## src/rtl/life_grid_seq.sv

```systemverilog
//==============================================================================
// Module   : life_grid_seq
// Brief    : Time-multiplexed Game-of-Life sequencer over a toroidal W x H
//            register grid. One rule evaluator visits one cell per clock in
//            row-major order, writing a shadow buffer that is committed once
//            per generation.
// Revision : 1.0 - initial release
//==============================================================================
`default_nettype none

module life_grid_seq #(
  parameter int W     = 8,
  parameter int H     = 8,
  parameter int GEN_W = 16
) (
  input  logic                 clk,
  input  logic                 rst,
  input  logic                 i_load_en,
  input  logic [$clog2(H)-1:0] i_load_addr,
  input  logic [W-1:0]         i_load_data,
  input  logic                 i_start,
  input  logic [GEN_W-1:0]     i_num_gens,
  input  logic                 i_halt,
  output logic                 o_busy,
  output logic                 o_done,
  output logic [GEN_W-1:0]     o_gen_done,
  input  logic [$clog2(H)-1:0] i_rd_addr,
  output logic [W-1:0]         o_rd_data
);

  localparam int RW = $clog2(H);
  localparam int CW = $clog2(W);
  localparam logic [RW-1:0] c_ROW_LAST = RW'(H - 1);
  localparam logic [CW-1:0] c_COL_LAST = CW'(W - 1);

  typedef enum logic [1:0] {
    S_IDLE   = 2'd0,
    S_RUN    = 2'd1,
    S_COMMIT = 2'd2,
    S_DONE   = 2'd3
  } state_t;

  state_t           r_state;
  logic             r_busy;
  logic             r_done;
  logic [W-1:0]     r_cur    [H];
  logic [W-1:0]     r_shadow [H];
  logic [RW-1:0]    r_row;
  logic [CW-1:0]    r_col;
  logic [GEN_W-1:0] r_gen_done;
  logic [GEN_W-1:0] r_target;

  logic [RW-1:0]    w_rm, w_rp;
  logic [CW-1:0]    w_cm, w_cp;
  logic [3:0]       w_count;
  logic             w_self;
  logic             w_next;
  logic [GEN_W-1:0] w_gen_inc;

  // Toroidal neighbour coordinates of the cursor cell
  always_comb begin
    w_rm = (r_row == '0)         ? c_ROW_LAST : r_row - 1'b1;
    w_rp = (r_row == c_ROW_LAST) ? '0         : r_row + 1'b1;
    w_cm = (r_col == '0)         ? c_COL_LAST : r_col - 1'b1;
    w_cp = (r_col == c_COL_LAST) ? '0         : r_col + 1'b1;
  end

  // Shared rule evaluator: neighbour count and next state from the committed grid
  always_comb begin
    w_count = 4'd0;
    w_count = w_count + {3'b0, r_cur[w_rm][w_cm]};
    w_count = w_count + {3'b0, r_cur[w_rm][r_col]};
    w_count = w_count + {3'b0, r_cur[w_rm][w_cp]};
    w_count = w_count + {3'b0, r_cur[r_row][w_cm]};
    w_count = w_count + {3'b0, r_cur[r_row][w_cp]};
    w_count = w_count + {3'b0, r_cur[w_rp][w_cm]};
    w_count = w_count + {3'b0, r_cur[w_rp][r_col]};
    w_count = w_count + {3'b0, r_cur[w_rp][w_cp]};
    w_self  = r_cur[r_row][r_col];
    w_next  = (w_count == 4'd3) | (w_self & (w_count == 4'd2));
  end

  assign w_gen_inc  = r_gen_done + GEN_W'(1);
  assign o_busy     = r_busy;
  assign o_done     = r_done;
  assign o_gen_done = r_gen_done;
  assign o_rd_data  = r_cur[i_rd_addr];

  // Sequencer FSM with grid, shadow, cursor and registered status outputs
  always_ff @(posedge clk or posedge rst) begin
    if (rst) begin
      r_state    <= S_IDLE;
      r_busy     <= 1'b0;
      r_done     <= 1'b0;
      r_row      <= '0;
      r_col      <= '0;
      r_gen_done <= '0;
      r_target   <= '0;
      for (int i = 0; i < H; i++) begin
        r_cur[i]    <= '0;
        r_shadow[i] <= '0;
      end
    end else begin
      case (r_state)
        S_IDLE: begin
          r_done <= 1'b0;
          if (i_load_en) begin
            r_cur[i_load_addr] <= i_load_data;
          end
          if (i_start) begin
            r_target   <= i_num_gens;
            r_gen_done <= '0;
            r_row      <= '0;
            r_col      <= '0;
            if (i_num_gens != '0) begin
              r_state <= S_RUN;
              r_busy  <= 1'b1;
            end else begin
              r_state <= S_DONE;
              r_done  <= 1'b1;
            end
          end
        end

        S_RUN: begin
          r_shadow[r_row][r_col] <= w_next;
          if (i_halt) begin
            // Abandon the partial generation; the shadow is simply ignored
            r_state <= S_IDLE;
            r_busy  <= 1'b0;
            r_row   <= '0;
            r_col   <= '0;
          end else if (r_col == c_COL_LAST) begin
            r_col <= '0;
            if (r_row == c_ROW_LAST) begin
              r_row   <= '0;
              r_state <= S_COMMIT;
            end else begin
              r_row <= r_row + 1'b1;
            end
          end else begin
            r_col <= r_col + 1'b1;
          end
        end

        S_COMMIT: begin
          for (int i = 0; i < H; i++) begin
            r_cur[i] <= r_shadow[i];
          end
          r_gen_done <= w_gen_inc;
          if (i_halt) begin
            // The commit of a completed generation is kept even when halting
            r_state <= S_IDLE;
            r_busy  <= 1'b0;
          end else if (w_gen_inc == r_target) begin
            r_state <= S_DONE;
            r_busy  <= 1'b0;
            r_done  <= 1'b1;
          end else begin
            r_state <= S_RUN;
          end
        end

        default: begin
          r_state <= S_IDLE;
          r_done  <= 1'b0;
          r_busy  <= 1'b0;
        end
      endcase
    end
  end

endmodule

`default_nettype wire
```

## config.mk

```make
export PLATFORM = sky130hd
export DESIGN_NAME = life_grid_seq
export DESIGN_NICKNAME = d
export VERILOG_FILES = /design/src/rtl/life_grid_seq.sv
export SDC_FILE = /design/constraint.sdc
export NUM_CORES = 1
export LEC_CHECK = 0
export ABC_AREA = 0
export BUFFER_PORTS_ARGS = -buffer_cell sky130_fd_sc_hd__buf_2
export CAP_MARGIN = 20
export CORE_MARGIN = 1.5
export CORE_UTILIZATION = 51
export DETAILED_ROUTE_END_ITERATION = 6
export HOLD_SLACK_MARGIN = 0.08
export PLACE_DENSITY_LB_ADDON = 0.2
export REMOVE_ABC_BUFFERS = 1
export SLEW_MARGIN = 15
export SYNTH_ARGS = -nofsm -noshare
export SYNTH_HDL_FRONTEND = slang
export SYNTH_SLANG_ARGS = --single-unit
```

## constraint.sdc

```tcl
create_clock -name clk -period 7.31 [get_ports clk]
set_clock_uncertainty 0.05 [all_clocks]
set_input_delay 1.8275 -clock clk [delete_from_list [all_inputs] [get_ports clk]]
set_output_delay 1.8275 -clock clk [all_outputs]
set_load 0.02 [all_outputs]
```

==> results.md <==
- Post-route cell area: around 12000 µm²
- PortBufs: 60
- Max-cap violations: 0
- Max Root-Sink Buffers: 2
- Avg WL per Cell: about 24 µm
- Peak supply drop: between 0.6 and 0.7 mV
- Post-synth EDFFs: 0
- Diodes inserted: 0
- Arrival @ worst endpoint: around 6.7 ns
- Worst Hold Path Cells: 2
- CTS buffer count: 17
- Sequential fraction of the synthesis area: 0.387
- Layout cell share with drive strength beyond 1: 0.183
- Vias/cell: between 6 and 7
- Critical path depth: 21
- Reg2Reg Depth: 21
- Critical Path Slowest Stage Cell: o21ai_2
- Critical-path cell list: inv_2, ha_1, inv_1, o21ai_2, mux4_2, mux4_2, and2_1, a31oi_1, a311oi_1, fa_1, inv_1, fa_1, fa_1, inv_1, ha_1, inv_1, o221ai_1, or4_4, nand3_4, buf_12, o31ai_1
- Sink Count: 170
- Worst EP required: around 7.6 ns
- PostCTS Resize Cnt: 0
- Worst min-delay path class: register to register
- Postcts setup bufs: 0
- Max Freq: ~160 MHz
- Via count: a little under 10000
- Yosys reg bits: between 150 and 200
- Hold Violations, Final: 0
- Final Max Slew Viols: 0
- Vias in the first global route: just under 9000
- Slew HR: 0.287
- Syn Inst Count: 1132
- Post-DP Area: approximately 11000 µm²
- Kind of critical path: register to register
- Core area: 21100 µm²
- Crit. End Element: register
- DRT antenna net count: 0
- Ys async rst share: 1.00
- Row cnt: 53
- Distinct cell type count after synthesis: just under 70
- CTS tree: built
- Drc violations: 0
- Starting density of the core: 0.521
- Crit path launch type: register
- Global route total overflow: 0
- Die area: between 20000 and 25000 µm²
- Period utilization: 0.876
- Ports: between 60 and 70
- Die Ht: around 150 µm
- Gr usage total: 0.314
- DR top layer: met4
- RSZ-0062 raised after global routing: no
- Outcome: completed
- CP delay by family, top: adder cells
- CTS hold repair buffers: 0
- DRT Wirelength: about 34000 µm
- CP peak stage delay: roughly 0.65 ns
- Maximum number of pins on one net before global-route repair: 106
- Met2 WL post-DR: between 10000 and 15000 µm
- Clock Tree Root: clkbuf_16
- Setup Viol. Count Final: 0
- Pwr Density: between 200 and 300 nW/µm²
- Detailed Place HPWL: between 20000 and 25000 µm
- Multi-input logic area: 6200 µm²
- Cell mode on critical path: inv_1
- Post-Syn Area: approximately 11000 µm²
- Final core occ: 0.567
- Setup TNS: 0 ns
- Die width: ~150 µm
- Initial antenna violation count: 0
- Area Overhead vs Synth: 8.94%
- Top_reg_cell synth: dfrtp_1
- Crit Path Max Fanout: 64
- Number of fill cells in the layout: 1857
- Met1 wire length: about 15000 µm
- Overall Power: between 3 and 4 mW
- First-pass GRT wire length: approximately 53000 µm
- Worst slew pin tran: 1.06 ns
- Crit path time final: 6.41 ns
- Register area: approximately 4300 µm²
- Worst skew pair latency: 0.45 ns
- CP Buf/Inv Count: 6
- Post-synthesis area per instance: 9.70 µm²
- Clock-pin slew of the registers on the worst-case setup and hold paths: approximately 0.08 ns
- 1st-iter DRT viols: 1084
- Nets@finish: about 1200
- DR pass1 iterations: 7
- Met3 wire len: 3420 µm
- Leakage: a little under 5 nW
- H-Tree Depth: 4
- YS warnings: 0
- GP Congestion: between 0.9 and 1
layout by cell type (no fill, tap or decap), types with 4 or more instances in the layout:
| cell type | count |
|---|---|
| dfrtp_1 | 170 |
| o21ai_0 | 157 |
| nand2_1 | 140 |
| o31ai_1 | 73 |
| mux4_2 | 66 |
| buf_2 | 60 |
| nor2_1 | 57 |
| a22oi_1 | 56 |
| nand3_1 | 32 |
| a21oi_1 | 29 |
| inv_1 | 25 |
| buf_4 | 19 |
| mux2i_1 | 18 |
| mux2_2 | 18 |
| clkbuf_16 | 17 |
| ha_1 | 12 |
| and2_1 | 10 |
| xnor2_1 | 10 |
| and3_1 | 9 |
| nor3_1 | 9 |
| nand4_1 | 8 |
| and2_0 | 7 |
| a31oi_1 | 7 |
| nor4_1 | 7 |
| xor2_1 | 7 |
| nor2b_1 | 6 |
| o22ai_1 | 6 |
| a211oi_1 | 6 |
| a221oi_1 | 6 |
| nand2b_1 | 5 |
| o21ai_1 | 5 |
| nor3b_1 | 5 |
| a32o_1 | 4 |
| a2111oi_0 | 4 |
| inv_6 | 4 |
| fa_1 | 4 |
| inv_8 | 4 |
final timing paths:
| check | from | endpoint | slack, ns |
|---|---|---|---|
| setup / recovery | r_row[0] | r_shadow[7] | 0.90 |
| hold / removal | r_target[11] | r_target[11] | 0.45 |
| setup reg to reg | r_row[0] | r_shadow[7] | 0.90 |
| hold reg to reg | r_target[11] | r_target[11] | 0.45 |
| max in group asynchronous | rst | r_cur[3] | 4.26 |
| min in group asynchronous | rst | r_target[12] | 1.54 |
cell families after synthesis:
logic type,after synthesis,share of synthesized area
AOI/OAI and AO/OA,387,0.225
xor gates and xnor gates,17,0.0136
adders and majority gates,16,0.0210
buffers and inverters,126,0.0500
DFF,170,0.387
muxes,102,0.170
and+or+nand+nor,314,0.133
stage by stage:
| stage | instances | setup WS [ns] | hold WS (ns) |
|---|---|---|---|
| final | 1420 | 0.904 | 0.450 |
| after global routing | 1420 | 0.668 | 0.478 |
| after CTS | 1419 | 0.927 | 0.454 |
| after detailed placement | 1387 | 0.950 | 0.436 |
| after global placement | 1386 | 1.18 | 0.431 |
| after floorplan | 1033 | 0.160 | 0.404 |
flip-flops by register name, indices dropped and copies added (netlist names):
signal      flops
r_state         2
r_shadow       64
r_row           3
r_target       16
r_col           3
o_busy          1
o_gen_done     16
o_done          1
r_cur          64
layout make-up:
| cell class | count | share of cell area |
|---|---|---|
| Clock buffer | 17 | 0.0356 |
| Clock inverter | 15 | 0.0144 |
| Inverter | 27 | 0.00889 |
| Multi-Input combinational cell | 836 | 0.518 |
| Sequential cell | 170 | 0.356 |
| Tap cell | 275 | 0.0288 |
| Timing Repair Buffer | 80 | 0.0387 |
Yosys cell counts, types with 5 or more instances:
cell type | number | area (µm²)
mux2i_1 | 18 | 180
a211oi_1 | 6 | 45.0
o22ai_1 | 6 | 37.5
xnor2_1 | 10 | 87.6
o31ai_1 | 73 | 548
nor2_1 | 58 | 218
buf_6 | 8 | 90.1
and3_1 | 9 | 56.3
nand3_1 | 32 | 160
a31oi_1 | 7 | 43.8
buf_1 | 9 | 33.8
nor2b_1 | 6 | 37.5
a21oi_1 | 29 | 145
nor4_1 | 7 | 43.8
o21ai_1 | 7 | 35.0
a22oi_1 | 56 | 420
mux2_2 | 18 | 203
xor2_1 | 7 | 61.3
ha_1 | 12 | 150
mux4_2 | 66 | 1490
o21ai_0 | 157 | 786
and2_1 | 10 | 62.6
dfrtp_1 | 170 | 4250
nand2_1 | 140 | 526
clkbuf_1 | 71 | 267
nand2b_1 | 5 | 31.3
nand4_1 | 8 | 50.1
nor3b_1 | 5 | 37.5
buf_2 | 10 | 50.1
and2_0 | 7 | 43.8
nor3_1 | 10 | 50.1
inv_1 | 26 | 97.6
a221oi_1 | 6 | 52.6
where the power goes:
part | internal (mW) | total (mW) | switching, mW | leakage [nW]
combinational | 0.398 | 1.26 | 0.858 | 2.36
clock | 0.465 | 0.939 | 0.474 | 0.287
sequential | 1.02 | 1.11 | 0.0971 | 2.30
total | 1.88 | 3.31 | 1.43 | 4.95
tightest hold or removal path, cell delays in order, from the launching register on:
cell,delay [ns]
dfrtp_1,0.36
nand2_1,0.05
nand2_1,0.06
layer usage:
| metal | track usage | up-vias |
|---|---|---|
| li1 | - | 4279 |
| met1 | 0.485 | 4755 |
| met2 | 0.440 | 587 |
| met3 | 0.0631 | 66 |
| met4 | 0.0971 | 0 |
| met5 | 0 | - |
Power figures use the tool's default switching activity.
